==> src/rtl/dff_bank_arbiter.sv <==
// Round-robin arbiter and write sequencer for one shared WIDTH-bit register.
// Define ARB_TIMEOUT_EN to force release after MAX_HOLD consecutive BUSY cycles.
module dff_bank_arbiter #(
   parameter int WIDTH    = 8,
   parameter int NREQ     = 4,
   parameter int MAX_HOLD = 4
) (
   input  logic                      clk_i,
   input  logic                      rst_ni,
   input  logic [NREQ-1:0]           req_i,
   input  logic [NREQ-1:0]           wr_en_i,
   input  logic [NREQ*WIDTH-1:0]     din_i,
   output logic [NREQ-1:0]           grant_o,
   output logic [$clog2(NREQ)-1:0]   owner_o,
   output logic                      busy_o,
   output logic [WIDTH-1:0]          q_o,
   output logic                      timeout_o
);

   localparam int IW = $clog2(NREQ);
   localparam int HW = (MAX_HOLD > 1) ? $clog2(MAX_HOLD) : 1;

   if (NREQ < 2 || NREQ > 8 || MAX_HOLD < 1) begin : g_param_check
      $error("dff_bank_arbiter: NREQ must be 2..8 and MAX_HOLD >= 1");
   end

   typedef enum logic [1:0] {IDLE, BUSY, RELEASE} state_t;

   state_t                state_q, state_d;
   logic [NREQ-1:0]       grant_q, grant_d;
   logic [IW-1:0]         owner_q, owner_d;
   logic                  busy_q, busy_d;
   logic [WIDTH-1:0]      q_q, q_d;
   logic [WIDTH-1:0]      din_arr [NREQ];
   logic                  sel_found;
   logic [IW-1:0]         sel_idx;
   int                    scan_idx;
`ifdef ARB_TIMEOUT_EN
   logic [HW-1:0]         hold_q, hold_d;
   logic                  timeout_q, timeout_d;
`endif

   for (genvar g = 0; g < NREQ; g++) begin : g_din
      assign din_arr[g] = din_i[g*WIDTH +: WIDTH];
   end

   // owner_q doubles as the rotation pointer: it always holds the last owner,
   // so scanning from owner_q+1 gives the released owner lowest priority.
   always_comb begin
      sel_found = 1'b0;
      sel_idx   = owner_q;
      scan_idx  = 0;
      for (int k = 1; k <= NREQ; k++) begin
         scan_idx = (int'(owner_q) + k) % NREQ;
         if (!sel_found && req_i[scan_idx[IW-1:0]]) begin
            sel_found = 1'b1;
            sel_idx   = scan_idx[IW-1:0];
         end
      end
   end

   always_comb begin
      state_d = state_q;
      grant_d = grant_q;
      owner_d = owner_q;
      busy_d  = busy_q;
      q_d     = q_q;
`ifdef ARB_TIMEOUT_EN
      hold_d    = hold_q;
      timeout_d = 1'b0;
`endif
      case (state_q)
         IDLE: begin
            if (sel_found) begin
               grant_d = NREQ'(1) << sel_idx;
               owner_d = sel_idx;
               busy_d  = 1'b1;
               state_d = BUSY;
`ifdef ARB_TIMEOUT_EN
               hold_d  = '0;
`endif
            end
         end
         BUSY: begin
            if (!req_i[owner_q]) begin
               grant_d = '0;
               busy_d  = 1'b0;
               state_d = RELEASE;
            end else begin
               if (wr_en_i[owner_q]) q_d = din_arr[owner_q];
`ifdef ARB_TIMEOUT_EN
               if (hold_q == HW'(MAX_HOLD - 1)) begin
                  grant_d   = '0;
                  busy_d    = 1'b0;
                  timeout_d = 1'b1;
                  state_d   = RELEASE;
               end else begin
                  hold_d = hold_q + 1'b1;
               end
`endif
            end
         end
         RELEASE: state_d = IDLE;
         default: state_d = IDLE;
      endcase
   end

   always_ff @(posedge clk_i) begin
      if (!rst_ni) begin
         state_q <= IDLE;
         grant_q <= '0;
         owner_q <= IW'(NREQ - 1);
         busy_q  <= 1'b0;
         q_q     <= '0;
`ifdef ARB_TIMEOUT_EN
         hold_q    <= '0;
         timeout_q <= 1'b0;
`endif
      end else begin
         state_q <= state_d;
         grant_q <= grant_d;
         owner_q <= owner_d;
         busy_q  <= busy_d;
         q_q     <= q_d;
`ifdef ARB_TIMEOUT_EN
         hold_q    <= hold_d;
         timeout_q <= timeout_d;
`endif
      end
   end

   assign grant_o = grant_q;
   assign owner_o = owner_q;
   assign busy_o  = busy_q;
   assign q_o     = q_q;
`ifdef ARB_TIMEOUT_EN
   assign timeout_o = timeout_q;
`else
   assign timeout_o = 1'b0;
`endif

endmodule

==> config.mk <==
export PLATFORM = sky130hd
export DESIGN_NAME = dff_bank_arbiter
export DESIGN_NICKNAME = d
export VERILOG_FILES = /design/src/rtl/dff_bank_arbiter.sv
export SDC_FILE = /design/constraint.sdc
export NUM_CORES = 1
export LEC_CHECK = 0
export BUFFER_PORTS_ARGS = -buffer_cell sky130_fd_sc_hd__buf_2
export CAP_MARGIN = 30
export CORE_UTILIZATION = 47
export DETAILED_ROUTE_END_ITERATION = 10
export HOLD_SLACK_MARGIN = 0.05
export PLACE_DENSITY = 0.95
export SLEW_MARGIN = 0
export SYNTH_ARGS = -nofsm -noshare
export SYNTH_HDL_FRONTEND = slang
export SYNTH_SLANG_ARGS = --single-unit
==> constraint.sdc <==
create_clock -name clk_i -period 2.9 [get_ports clk_i]
set_clock_uncertainty 0.05 [all_clocks]
set_input_delay 0.435 -clock clk_i [delete_from_list [all_inputs] [get_ports clk_i]]
set_output_delay 0.435 -clock clk_i [all_outputs]
set_load 0.02 [all_outputs]
==> results of run 1 <==
layout make-up:
class / count / area [um^2]
timing repair buffer: 57 / 288
tap: 27 / 33.8
inverter: 7 / 26.3
fill: 180 / 691
clock inverter: 1 / 5.00
sequential: 17 / 340
clock buffer: 3 / 22.5
multi-input combinational: 68 / 596
logic make-up after synthesis:
family	Yosys count	share of synthesized area
DFF	17	0.331
muxes	10	0.219
and+or+nand+nor	33	0.192
buffers and inverters	15	0.0911
AOI/OAI and AO/OA	24	0.164
other	1	0.00364
state kept, by name (all words and copies together), names as in the netlist:
register and flops:
owner_o 2, busy_o 1, state_q 2, grant_o 4, q_o 8
worst max-delay path: stages (launching register included):
cell and delay [ns]:
dfxtp_1 0.76, mux4_2 0.40, nand4_4 0.24, nand3_1 0.17, o21ai_0 0.10
worst min path at each step:
stage / startpoint / end / slack (ns) / depth (start not counted)
after floorplan: state_q[1] / state_q[1] / 0.39 / 1
after global placement: grant_o[1] / grant_o[1] / 0.39 / 2
after detailed placement: grant_o[0] / grant_o[0] / 0.39 / 2
after CTS: grant_o[0] / grant_o[0] / 0.41 / 2
after global routing: q_o[6] / q_o[6] / 0.43 / 2
final: grant_o[0] / grant_o[0] / 0.41 / 2
power by group:
part	total (uW)	switching (uW)	leakage [uW]	internal, uW
sequential	291	30.1	0.000139	261
combinational	269	136	0.000436	133
clock	132	80.5	0.0000177	51.4
per-stage QoR:
| stage | worst slack (ns) | util | cell area, um^2 | hold WS (ns) |
|---|---|---|---|---|
| floorplan | 1.21 | - | 1030 | 0.385 |
| global placement | 1.18 | 0.641 | 1280 | 0.391 |
| detailed placement | 1.11 | 0.641 | 1280 | 0.393 |
| CTS | 1.08 | 0.655 | 1310 | 0.410 |
| global route | 0.956 | 0.655 | 1310 | 0.434 |
| finish | 1.06 | 0.655 | 1310 | 0.408 |
layout by cell type (no fill, tap or decap), types with 2 or more instances in the layout:
cell / count
dfxtp_1: 17
mux4_2: 10
inv_1: 7
nor3_1: 2
buf_2: 56
clkbuf_4: 3
o21ai_0: 9
o32ai_1: 4
nand3_2: 2
nand3_1: 6
nand2b_1: 4
nor2_1: 3
o21ai_2: 2
a21oi_1: 2
nand2_1: 10
per-layer routing:
metal	wire length, um	vias to the layer above	GRT usage	part of all wire
met4	39	0	0.142	0.016
met3	92	7	0.0343	0.037
met2	1330	36	0.421	0.54
met1	993	450	0.240	0.40
li1	-	483	-	-
met5	0	-	0	0
==> impl_metrics.yaml, run 1 <==
timing:
  drv_slew: 0
  rsz0062_at_grt: "false"
  min_period_ns: 1.84
  hold_viol_final: 0
  slew_headroom: 0.559
  timing.fmax_mhz: 544
  final.setup.tns_ns: 0
  finalSetupViolCount: 0
  finalCritPeriodShare: 0.634
  worst_pin_slew_ns: 0.661
setup_path:
  cp_data_required_time_ns: 3.03
  ff2ff_path_depth: 4
  r2r_slack_ns: 1.06
  critPathCapture: "q_o[4]"
  path_max_fanout: 18
  r2r_start: "owner_o[1]"
  path_class: "flip-flop to flip-flop"
  critPathLaunch: "owner_o[1]"
  critPathArrivalTime_ns: 1.97
  end_kind: "flip-flop"
  critPathLaunchType: "flip-flop"
  r2r_end: "q_o[4]"
die:
  num_rows: 16
  dieArea_mm2: 0.00238
  start_util: 0.514
  die_y_um: 48.8
  ioPinCount: 58
  die_w_um: 48.8
  fp.coreArea_mm2: 0.00200
layout:
  drive_above_1_share: 0.516
  n_antenna_cell: 0
  area_delta_synth_final_pct: 27.3
  nets: 196
  stdcell_count: 180
synth:
  yosysMostFrequentCell: "dfxtp_1"
  synthCells: 100
  synth_common_cells: "dfxtp_1 (17), mux4_2 (10), nand2_1 (10)"
  synth_edf_count: 0
  synth_cell_types: 33
  synth.largest_area_cell: "dfxtp_1"
  ys_warn_count: 0
  synth_area_per_cell_um2: 10.3
  synth_seq_cells: 17
  synth_nets: 142
  seq_area_frac_synth: 0.330
  synth_top_cell_area_share: 0.330
  ys.flop_type: "dfxtp_1"
  syn_area_mm2: 0.00103
  netlist_top_cells_area: "dfxtp_1 (33%), mux4_2 (22%), o21ai_0 (4.4%)"
  ys_async_sr_fraction: 0
place:
  hpwl_um: 1970
  dp.cells: 176
  io_buffers: 56
  place_congestion: 0.788
drt:
  antenna_left: 0
  firstDrtPassIters: 4
  drc: 0
  routed_via_density: 5.42
  num_vias: 976
  drtIter0Drc: 11
  totalWireLength_um: 2460
  wl_per_cell_um: 13.6
clock_tree:
  cts-buffers-inserted: 3
  cts_setup_buffers: 0
  clk_latency_ns: 0.30
  cts_num_sinks: 17
  clockBufferDepth: 2
  cts_resized: 0
  clk_pin_slew_worst_paths_ns: 0.11
  ctsHoldBuffers: 0
  clockRootBuffer: "clkbuf_4"
  htree_levels: 1
  tritoncts: "yes"
global_route:
  antenna_found_initial: 0
  grt_max_degree: 23
  grt_pass1_wl_um: 4170
  grt_overflow: 0
  grt_pass1_vias: 977
  grt_use_total: 0.228
status:
  run_status: "finished clean"
pwr:
  power_leakage_uw: 0.000593
  powerDensity_mw_per_mm2: 528
  power_uw: 692
  peakVddDrop_v: 0.000252
flow_run:
  maxCapViolations: 0
min_path:
  hold_path.class: "flip-flop to flip-flop"
(Power assumes the default switching activity.)
==> run 2, diff against run 1 <==
--- a/config.mk
+++ b/config.mk
@@ -5,12 +5,13 @@
 export SDC_FILE = /design/constraint.sdc
 export NUM_CORES = 1
 export LEC_CHECK = 0
+export ABC_AREA = 1
 export BUFFER_PORTS_ARGS = -buffer_cell sky130_fd_sc_hd__buf_2
 export CAP_MARGIN = 30
-export CORE_UTILIZATION = 47
+export CORE_UTILIZATION = 46
 export DETAILED_ROUTE_END_ITERATION = 10
 export HOLD_SLACK_MARGIN = 0.05
-export PLACE_DENSITY = 0.95
+export PLACE_DENSITY = 0.9
 export SLEW_MARGIN = 0
 export SYNTH_ARGS = -nofsm -noshare
 export SYNTH_HDL_FRONTEND = slang
==> constraint.sdc (replaced) <==
create_clock -name clk_i -period 1.9 [get_ports clk_i]
set_clock_uncertainty 0.05 [all_clocks]
set_input_delay 0.285 -clock clk_i [delete_from_list [all_inputs] [get_ports clk_i]]
set_output_delay 0.285 -clock clk_i [all_outputs]
set_load 0.02 [all_outputs]
==> impl_metrics.yaml, run 2 <==
place:
  hpwl_um: 2390
  place_congestion: 0.789
  io_buffers: 56
  dp.cells: 270
synth:
  synth_edf_count: 0
  ys.flop_type: "dfxtp_1"
  netlist_top_cells_area: "dfxtp_1 (27%), nand2_1 (18%), a21oi_1 (9.2%)"
  ys_async_sr_fraction: 0
  yosysMostFrequentCell: "nand2_1"
  syn_area_mm2: 0.00125
  synth_common_cells: "nand2_1 (59), a21oi_1 (23), dfxtp_1 (17)"
  synth_area_per_cell_um2: 6.60
  ys_warn_count: 0
  synth.largest_area_cell: "dfxtp_1"
  synth_top_cell_area_share: 0.271
  synth_seq_cells: 17
  synthCells: 190
  synth_nets: 232
  seq_area_frac_synth: 0.271
  synth_cell_types: 28
clock_tree:
  cts_setup_buffers: 0
  htree_levels: 1
  cts-buffers-inserted: 3
  tritoncts: "yes"
  clockBufferDepth: 2
  cts_num_sinks: 17
  ctsHoldBuffers: 0
  clk_pin_slew_worst_paths_ns: 0.10
  clk_latency_ns: 0.29
  cts_resized: 0
  clockRootBuffer: "clkbuf_4"
setup_path:
  cp_num_buf_inv: 2
  path_class: "flip-flop to flip-flop"
  end_kind: "flip-flop"
  cp_data_required_time_ns: 2.07
  path_cells: "buf_6, nand3_1, nand2_1, nand3_4, clkinv_1, nand2_1, nand2_1, nand2_1, a21oi_1"
  critPathMostFrequentCell: "nand2_1"
  critPathArrivalTime_ns: 1.86
  crit_slowest_cell: "dfxtp_1"
  critPathLaunchType: "flip-flop"
  slowest_delay_ns: 0.48
  path_max_fanout: 21
  cp_top_family: "simple AND/OR/NAND/NOR gates"
layout:
  largest_reg_flops: 8
  post-route-util: 0.624
  layout_commonest_cell: "nand2_1"
  n_antenna_cell: 0
  mostFrequentLayoutCells: "nand2_1 (59), buf_2 (56), a21oi_1 (23), dfxtp_1 (17), nand3_1 (13)"
  nets: 287
  drive_above_1_share: 0.398
  stdcell_count: 274
  area_delta_synth_final_pct: 25.4
global_route:
  grt_pass1_vias: 1276
  grt_overflow: 0
  antenna_found_initial: 0
  grt_max_degree: 22
  grt_pass1_wl_um: 5090
  grt_use_total: 0.231
timing:
  final.setup.tns_ns: 0
  hold_viol_final: 0
  timing.fmax_mhz: 594
  finalCritPeriodShare: 0.886
  finalSetupViolCount: 0
  drv_slew: 0
  rsz0062_at_grt: "false"
  min_period_ns: 1.68
pwr:
  power_leakage_uw: 0.000809
  peakVddDrop_v: 0.00111
  powerDensity_mw_per_mm2: 1580
status:
  run_status: "finished clean"
drt:
  drc: 0
  num_vias: 1433
  drtIter0Drc: 23
  totalWireLength_um: 3000
  antenna_left: 0
  wl_per_cell_um: 11.0
  routed_via_density: 5.23
  firstDrtPassIters: 4
min_path:
  hold_path.class: "primary input to flip-flop"
die:
  fp.coreArea_mm2: 0.00252
  die_y_um: 54.2
  ioPinCount: 58
  die_w_um: 54.2
  start_util: 0.497
  num_rows: 18
  dieArea_mm2: 0.00294
flow_run:
  maxCapViolations: 0
-- run 2: cell count changes in the layout (fill, tap and decap cells not counted), moves of 7 or more --
cell	before	now
a21oi_1	2	23
a31o_2	1	8
a31oi_1	1	8
mux4_2	10	0
nand2_1	10	59
nand2_2	0	9
nand3_1	6	13
-- run 2: final cells by class --
class	count	area [um^2]
fillers	242	950
multi-input cells	151	791
flip-flops and latches	17	340
repair buffers	61	325
inverters	11	51.3
well taps	30	37.5
clock buffers	3	22.5
clock inverters	1	5.00
-- run 2: cells by family (layout without fill, tap and decap cells) --
| group | Yosys count | in the layout | synth area share |
|---|---|---|---|
| compound gates | 53 | 53 | 0.256 |
| buf+inv | 22 | 76 | 0.0978 |
| flops | 17 | 17 | 0.271 |
| other cells | 1 | 1 | 0.00299 |
| simple gates | 97 | 97 | 0.371 |
-- run 2: where the power goes --
part | internal, uW | total, uW | switching (uW)
sequential | 478 | 547 | 69.3
clock | 78.2 | 194 | 116
combinational | 631 | 1740 | 1110
total | 1190 | 2490 | 1300
-- run 2: final timing paths --
check	start	to	slack, ns	cells past startpoint
min reg2reg	busy_o	busy_o	0.43	2
min	din_i[21]	q_o[5]	0.22	3
max	owner_o[1]	grant_o[1]	0.22	9
max reg2reg	owner_o[1]	grant_o[1]	0.22	9
-- run 2: metrics by stage --
stage / setup WS, ns / area [um^2] / power, uW / hold slack, ns
finish: 0.217 / 1570 / 2490 / 0.225
global route: 0.0282 / 1570 / 2720 / 0.235
CTS: 0.176 / 1570 / 2480 / 0.227
detailed placement: 0.211 / 1540 / 2280 / 0.411
global placement: 0.248 / 1540 / 2250 / 0.415
floorplan: 0.289 / 1250 / 1950 / 0.373
-- run 2: worst min-delay path, cell delays in order --
cell and delay [ns]:
buf_2 0.07, a31oi_1 0.07, a21oi_1 0.10
-- run 2: routing by layer --
layer	wire length (um)	GRT usage	part of all wire
met1	1360	0.278	0.45
met2	1440	0.419	0.48
met3	175	0.0311	0.058
met4	25	0.0641	0.0083
met5	0	0	0
